`src/rtl/pipeline_stall_ctrl.sv`:
```
// Purpose : freezes PC and IF/ID and injects ID/EX bubbles for load-use/RAW hazards; flushes wrong-path ID on taken branch.
// Latency : control outputs are combinational from state, countdown and inputs (same-cycle response to stall_req/flush).
// Backpressure: stall_req is accepted only in IDLE; during HOLD further requests are ignored until the countdown ends.
//
// Ports
//   clk          in   sole clock, rising edge
//   reset        in   synchronous active-high reset
//   stall_req    in   hazard detected for the instruction in ID
//   stall_cycles in   [1:0] bubbles required (EX=3, MEM=2, WB=1; 0 behaves as 1)
//   flush        in   taken branch/jump resolved; instruction in ID is wrong-path
//   pc_write     out  PC load enable
//   ifid_write   out  IF/ID load enable
//   ifid_flush   out  clear IF/ID to NOP on next edge
//   idex_bubble  out  zero ID/EX control fields on next edge
//   stall_busy   out  countdown in progress (feeds hazard unit's already-stalled input)
//   stall_count  out  [31:0] saturating count of stall bubbles (only with STALL_PERF_CNT_EN)
//
// Optional feature macro: STALL_PERF_CNT_EN adds the stall_count performance counter.

module pipeline_stall_ctrl (
    input  logic       clk,
    input  logic       reset,
    input  logic       stall_req,
    input  logic [1:0] stall_cycles,
    input  logic       flush,
    output logic       pc_write,
    output logic       ifid_write,
    output logic       ifid_flush,
    output logic       idex_bubble,
    output logic       stall_busy
`ifdef STALL_PERF_CNT_EN
    ,
    output logic [31:0] stall_count
`endif
);

    typedef enum logic {
        IDLE = 1'b0,
        HOLD = 1'b1
    } state_t;

    state_t     state_q, state_d;
    logic [1:0] cnt_q, cnt_d;

    // Remaining bubbles after the one issued in the accept cycle.
    // A request for 0 bubbles is treated as a request for 1.
    logic [1:0] extra_bubbles;

    // A bubble caused by a hazard (not by flush or reset).
    logic       stall_bubble;

    always_comb begin
        if (stall_cycles == 2'd0) begin
            extra_bubbles = 2'd0;
        end else begin
            extra_bubbles = stall_cycles - 2'd1;
        end
    end

    assign stall_bubble = !reset && !flush &&
                          ((state_q == HOLD) || stall_req);

    // ------------------------------------------------------------------
    // Output decode. Priority: reset, then flush, then HOLD, then a new
    // request in IDLE, then normal flow.
    // ------------------------------------------------------------------
    always_comb begin
        pc_write    = 1'b1;
        ifid_write  = 1'b1;
        ifid_flush  = 1'b0;
        idex_bubble = 1'b0;
        stall_busy  = 1'b0;

        if (reset) begin
            // Hold the front end and drain NOPs into the pipe while in reset.
            pc_write    = 1'b0;
            ifid_write  = 1'b0;
            ifid_flush  = 1'b1;
            idex_bubble = 1'b1;
        end else if (flush) begin
            // Wrong-path instruction in ID: kill it and let the redirected
            // PC load; any pending or simultaneous stall is abandoned.
            ifid_flush  = 1'b1;
            idex_bubble = 1'b1;
        end else if (state_q == HOLD) begin
            pc_write    = 1'b0;
            ifid_write  = 1'b0;
            idex_bubble = 1'b1;
            stall_busy  = 1'b1;
        end else if (stall_req) begin
            pc_write    = 1'b0;
            ifid_write  = 1'b0;
            idex_bubble = 1'b1;
        end
    end

    // ------------------------------------------------------------------
    // Next-state and countdown.
    // ------------------------------------------------------------------
    always_comb begin
        state_d = state_q;
        cnt_d   = cnt_q;

        if (reset || flush) begin
            state_d = IDLE;
            cnt_d   = 2'd0;
        end else begin
            case (state_q)
                IDLE: begin
                    if (stall_req) begin
                        cnt_d   = extra_bubbles;
                        state_d = (extra_bubbles != 2'd0) ? HOLD : IDLE;
                    end
                end
                HOLD: begin
                    // cnt_q counts the HOLD cycles still owed including this
                    // one; leaving at 1 makes total frozen cycles exactly N.
                    cnt_d = cnt_q - 2'd1;
                    if (cnt_q == 2'd1) begin
                        state_d = IDLE;
                    end
                end
                default: begin
                    state_d = IDLE;
                    cnt_d   = 2'd0;
                end
            endcase
        end
    end

    always_ff @(posedge clk) begin
        if (reset) begin
            state_q <= IDLE;
            cnt_q   <= 2'd0;
        end else begin
            state_q <= state_d;
            cnt_q   <= cnt_d;
        end
    end

`ifdef STALL_PERF_CNT_EN
    // ------------------------------------------------------------------
    // Saturating count of hazard-induced bubbles.
    // ------------------------------------------------------------------
    logic [31:0] perf_cnt_q, perf_cnt_d;

    always_comb begin
        perf_cnt_d = perf_cnt_q;
        if (stall_bubble && (perf_cnt_q != 32'hFFFF_FFFF)) begin
            perf_cnt_d = perf_cnt_q + 32'd1;
        end
    end

    always_ff @(posedge clk) begin
        if (reset) begin
            perf_cnt_q <= 32'd0;
        end else begin
            perf_cnt_q <= perf_cnt_d;
        end
    end

    assign stall_count = perf_cnt_q;
`else
    // Bubble qualifier only feeds the optional counter.
    logic unused_stall_bubble;
    assign unused_stall_bubble = stall_bubble;
`endif

endmodule

```
`config.mk`:
```
export PLATFORM = sky130hd
export DESIGN_NAME = pipeline_stall_ctrl
export DESIGN_NICKNAME = d
export VERILOG_FILES = /design/src/rtl/pipeline_stall_ctrl.sv
export SDC_FILE = /design/constraint.sdc
export NUM_CORES = 1
export LEC_CHECK = 0
export CAP_MARGIN = 15
export CORE_AREA = 2 2 39 41
export CTS_BUF_LIST = sky130_fd_sc_hd__clkbuf_2 sky130_fd_sc_hd__clkbuf_4 sky130_fd_sc_hd__clkbuf_8
export DETAILED_ROUTE_END_ITERATION = 8
export DIE_AREA = 0 0 41 43
export SLEW_MARGIN = 20
export SYNTH_ARGS = -nofsm -noshare
export SYNTH_HDL_FRONTEND = slang
export SYNTH_SLANG_ARGS = --single-unit
```
`constraint.sdc`:
```
create_clock -name clk -period 1.25 [get_ports clk]
set_input_delay 0.25 -clock clk [delete_from_list [all_inputs] [get_ports clk]]
set_output_delay 0.25 -clock clk [all_outputs]
set_load 0.05 [all_outputs]
```
Word-level counts from Yosys, hierarchy flattened
Index checks and enable logic that the tools add are counted.
{"block": "word_totals", "regBits": 3, "inputBits": 6}
{"block": "op_classes", "addsub": 2, "n_bitwise": 1, "n_reduce_logical": 4, "eq_ne": 2, "muxes": 20}
{"cell": "two-way mux 1 bit", "n": 16}
{"cell": "two-way mux 2 bit", "n": 2}
{"cell": "one-hot mux 2 bit (2 select lines)", "n": 1}
{"cell": "subtractor 2 x 1 -> 2 bit, second input constant", "n": 2}
{"cell": "equality test 2 x 1 -> 1 bit, second input constant", "n": 1}
{"cell": "zero test 2 bit", "n": 1}
{"cell": "inequality test 2 bit, second input constant", "n": 1}
{"cell": "one-hot mux 1 bit (2 select lines)", "n": 1}
{"cell": "nonzero test 2 bit", "n": 1}
{"cell": "OR reduction 2 bit", "n": 1}
{"cell": "logical OR 1 bit", "n": 1}
{"cell": "inverter 1 bit", "n": 1}

Longest topological paths before layout
{"block": "depth", "depth_word": 6, "ltp_mapped": 5, "mapped_depth_nobuf": 5}

Worst setup path before layout
No wires, ideal clock.
{"block": "synth_path", "kind": "register to output", "startpoint": "reg state_q", "endpoint": "out pc_write", "arrival_time_ps": 1562, "required_ps": 1000, "setup_slack_ps": -562, "path_stages_with_launch": 5, "path_cell_list": "dfxtp_1 -> nor2_1 -> nor2_1 -> nor2_1 -> buf_4"}
{"block": "synth_via", "elab_chain_len": 3}
{"item": "start: declaration", "line_no": "42", "rtl": "state_t state_q, state_d;"}
{"item": "start signal: assignment", "line_no": "136", "rtl": "state_q <= state_d;"}
{"item": "two-way mux 1 bit (3 in a row)"}
{"item": "end: declaration", "line_no": "26", "rtl": "output logic pc_write,"}
Every way passes these cells.

Worst setup path in the final report
{"block": "layout_path", "startpoint": "reg state_q", "endpoint": "out pc_write"}
{"block": "layout_via", "elab_chain_len": 3}
{"item": "two-way mux 1 bit", "line_no": "85", "rtl": "end else if (state_q == HOLD) begin"}
{"item": "two-way mux 1 bit", "line_no": "80", "rtl": "end else if (flush) begin"}
{"item": "two-way mux 1 bit", "line_no": "74", "rtl": "if (reset) begin"}
Every way passes these cells.

==> impl_summary.log <==
INFO  metric final_setup_fails = 3
INFO  metric critPathRequiredTime = 1.00 ns
INFO  metric rows = 14
INFO  metric floorplan.die_area = 1763 um^2
INFO  metric dpl_cell_area = 395.4 um^2
INFO  metric hold-path-cell-count = 2
INFO  metric ff2ff_path_depth = 4
INFO  metric cts.sink_count = 3
INFO  metric sw_frac_of_total = 27.38%
INFO  metric hold_ws = 0.5660 ns
INFO  metric boundaryPins = 11
INFO  metric chipWidth = 41 um
INFO  metric worst_path_largest_cell_delay = 0.33 ns
INFO  metric min_delay_worst_endpoint = cnt_q[0]
INFO  metric port_buffers = 10
INFO  metric shortest_clock_period_the_worst_path_allows_after_layout = 1.270 ns
INFO  metric maximum_number_of_pins_on_one_net_before_global_route_repair = 5
INFO  metric most_prevalent_standard_cell_on_the_critical_path = nor2_4
INFO  metric power.ir.vdd_worst = 0.0005186 V
INFO  metric postSynthAreaPerCell = 8.158 um^2
INFO  metric detail_route.wirelength = 512 um
INFO  metric cp_cell_sequence = nor2_4, nor2_2, nor2_4, buf_12
INFO  metric num_vias = 220
INFO  metric timing_worst_slew_pin_value = 0.1721 ns
INFO  metric place.detailed.hpwl = 389.8 um
INFO  metric cts_max_path_buffers = 2
INFO  metric outcome = finished, violations left
INFO  metric async_flop_share = 0%
INFO  metric reg2reg_slack = 0.23 ns
INFO  metric min_path_type = register to register
INFO  metric hold_path_startpoint = cnt_q[0]
INFO  metric worst_setup_path_end_kind = primary output
INFO  metric timing.final.crit_share = 101.6%
INFO  metric finish.instance_area = 451.7 um^2
INFO  metric syn-cell-area = 203.9 um^2
INFO  metric drc = 0
INFO  metric power.share.clock = 45.1%
INFO  metric clock_pin_transition_on_the_worst_setup_and_hold_timing_paths = 0.04 ns
INFO  metric postSynthRegisterBits = 3
INFO  metric track_usage = 8.317%
INFO  metric netlist-cell-type-count = 17
INFO  metric cell_types_occupying_the_most_area_after_synthesis = dfxtp_1, nor2_1, a221oi_2, and4bb_1, ha_1
INFO  metric ys.warnings.count = 0
INFO  metric power.combinational.fraction = 30.7%
INFO  metric net_switching_power_of_the_design = 0.1159 mW
INFO  metric p_int = 0.3074 mW
INFO  metric yosys.cell_count.top_type = nor2_1
INFO  metric maximum_clock_frequency = 787.6 MHz
INFO  metric clock-skew-final = 0.0001664 ns
INFO  metric global_route.overflow_total = 0
INFO  metric cp_max_fo = 3
INFO  metric critical_path.reg2reg.endpoint = cnt_q[0]
INFO  metric layout_setup_ws = -0.01976 ns
INFO  metric violations = negative setup slack
INFO  metric dp_slack = -0.3665 ns
INFO  metric final_core_utilization = 32.64%
INFO  metric timing.critical_path.arrival = 1.02 ns
INFO  metric synth_top_cell_by_area = dfxtp_1
INFO  metric synthTopCellsByCount = nor2_1, dfxtp_1, a21oi_1, inv_1
INFO  metric power_frac_seq = 24.2%
INFO  metric drt-initial-drc-count = 3
INFO  metric p_per_area = 937.1 nW/um^2
INFO  metric drive_above_1_share = 59.52%
INFO  metric crit_slowest_cell = dfxtp_2
INFO  metric cts_inserted_buffers = 3
INFO  metric critical_path.top_delay_family = flip-flops
INFO  metric first_global_vias = 224
INFO  metric cts.htree.levels = 1
INFO  metric critPathLaunchType = register
INFO  metric hold_viol_final = 0
INFO  metric clkLatencyLatePin = 0.23 ns
INFO  metric edff_count_synth = 0
INFO  metric final_cells = 58
INFO  metric globalplace.congestion = 0.7564
INFO  metric synth-seq-area-share = 29.45%
INFO  metric flow.area_growth_from_synthesis = 121.5%
INFO  metric postSynthNetCount = 32
INFO  metric total_leakage_power = 0.1993 nW
INFO  metric drt.antenna.violating_nets = 0
INFO  metric avgRoutedWirePerCell = 8.828 um
INFO  metric nets_final = 50
INFO  metric die_y = 43 um
INFO  metric synth-main-ff-cell = dfxtp_1
INFO  metric timing.slew.headroom = 88.52%
INFO  metric post-synth-top-area-fraction = 29.45%
INFO  metric synthCells = 25
INFO  metric coreArea = 1384 um^2
INFO  metric report.final.slew_viol_count = 0
INFO  metric grt_antenna_before_repair = 0
INFO  metric clockRootBuffer = clkbuf_4
INFO  metric effective_utilization_at_floorplan = 14.74%
INFO  metric dp.cells = 52
INFO  metric rr_startpoint = state_q
INFO  metric timing_worst_setup_path_type = register to primary output
INFO  metric vias_per_cell = 3.793
INFO  metric drt_pass_1_iters = 4
INFO  metric rsz0062_at_grt = true
INFO  metric antenna-diode-count = 0
INFO  metric global_route_wire_length_before_repair = 931 um
INFO  metric cts_tree = done
INFO  metric drv_cap = 0
INFO  metric critical_path_buf_inv_count = 1
## sequential cells by signal (all words and copies together), names as in the netlist
register	count
state_q	1
cnt_q	2
## cells by family after synthesis
group	after synthesis	share of synthesized area, %
buffers and inverters	5	14.72
adder cells (fa/ha/maj)	1	6.134
AO/OA/AOI/OAI	5	19.02
AND/OR/NAND/NOR	11	30.68
flip-flops	3	29.45
## area by class of cell
class | instances | area, um^2
multi-input combinational | 17 | 148.9
timing repair buffer | 15 | 180.2
fill | 158 | 932.1
sequential | 3 | 61.31
clock buffer | 4 | 30.03
tap | 16 | 20.02
inverter | 3 | 11.26
## power by group through the flow
stage	Combinational, mW	Sequential, mW	Clock, mW
6_report	0.130	0.102	0.191
3_5_place_dp	0.121	0.103	0
2_1_floorplan	0.0633	0.103	0
4_1_cts	0.131	0.102	0.200
3_3_place_gp	0.120	0.103	0
5_1_grt	0.138	0.103	0.216
## worst reg2reg max path, stage by stage, from the launching register on
cell	delay [ns]
dfxtp_2	0.36
buf_4	0.14
and4bb_1	0.17
a21oi_1	0.14
a21oi_1	0.09
## timing repair
action | 4_1_cts | 5_1_grt
buffers inserted | 2 | 0
hold buffers | 0 | 0
endpoints found under the hold margin | 0 | 0
cloned | 0 | 0
endpoints found under the setup margin | 5 | 4
gates resized for setup | 13 | 1
pin swaps | 3 | 1
## worst max-delay path by stage
stage	start	endpoint	slack (ns)	cells past startpoint
after floorplan	state_q	pc_write	-0.05	4
after global placement	reset	idex_bubble	-0.35	4
after detailed placement	reset	idex_bubble	-0.37	4
after CTS	state_q	pc_write	-0.04	4
after global routing	state_q	pc_write	-0.09	4
final	state_q	pc_write	-0.02	4
## metal layers
layer / track usage, % / routed length, um / vias up
li1: - / - / 116
met4: 4.000 / 0 / 0
met2: 10.00 / 242 / 5
met3: 6.806 / 16 / 0
met5: 0 / 0 / -
met1: 10.22 / 253 / 99
## stage by stage
stage,TNS [ns],total power [mW]
finish,-0.04736,0.4233
global route,-0.2587,0.4565
CTS,-0.09905,0.4344
detailed placement,-1.890,0.2240
global placement,-1.777,0.2234
floorplan,-0.07948,0.1665
## layout by cell type (no fill, tap or decap)
| cell | count |
|---|---|
| nand3_1 | 1 |
| inv_2 | 1 |
| ha_1 | 1 |
| and4bb_1 | 1 |
| nor2_1 | 1 |
| dfxtp_2 | 1 |
| buf_6 | 1 |
| clkbuf_4 | 4 |
| a21oi_1 | 2 |
| a221oi_2 | 1 |
| buf_4 | 4 |
| dfxtp_1 | 2 |
| or2b_1 | 1 |
| a31oi_1 | 1 |
| inv_1 | 2 |
| buf_2 | 1 |
| nor2b_1 | 1 |
| buf_12 | 5 |
| nand2b_4 | 1 |
| nor2_4 | 3 |
| clkbuf_2 | 1 |
| or2_4 | 1 |
| o21a_1 | 1 |
| clkdlybuf4s50_1 | 2 |
| nor2_2 | 1 |
| dlygate4sd2_1 | 1 |
Power figures use the tool's default switching activity.
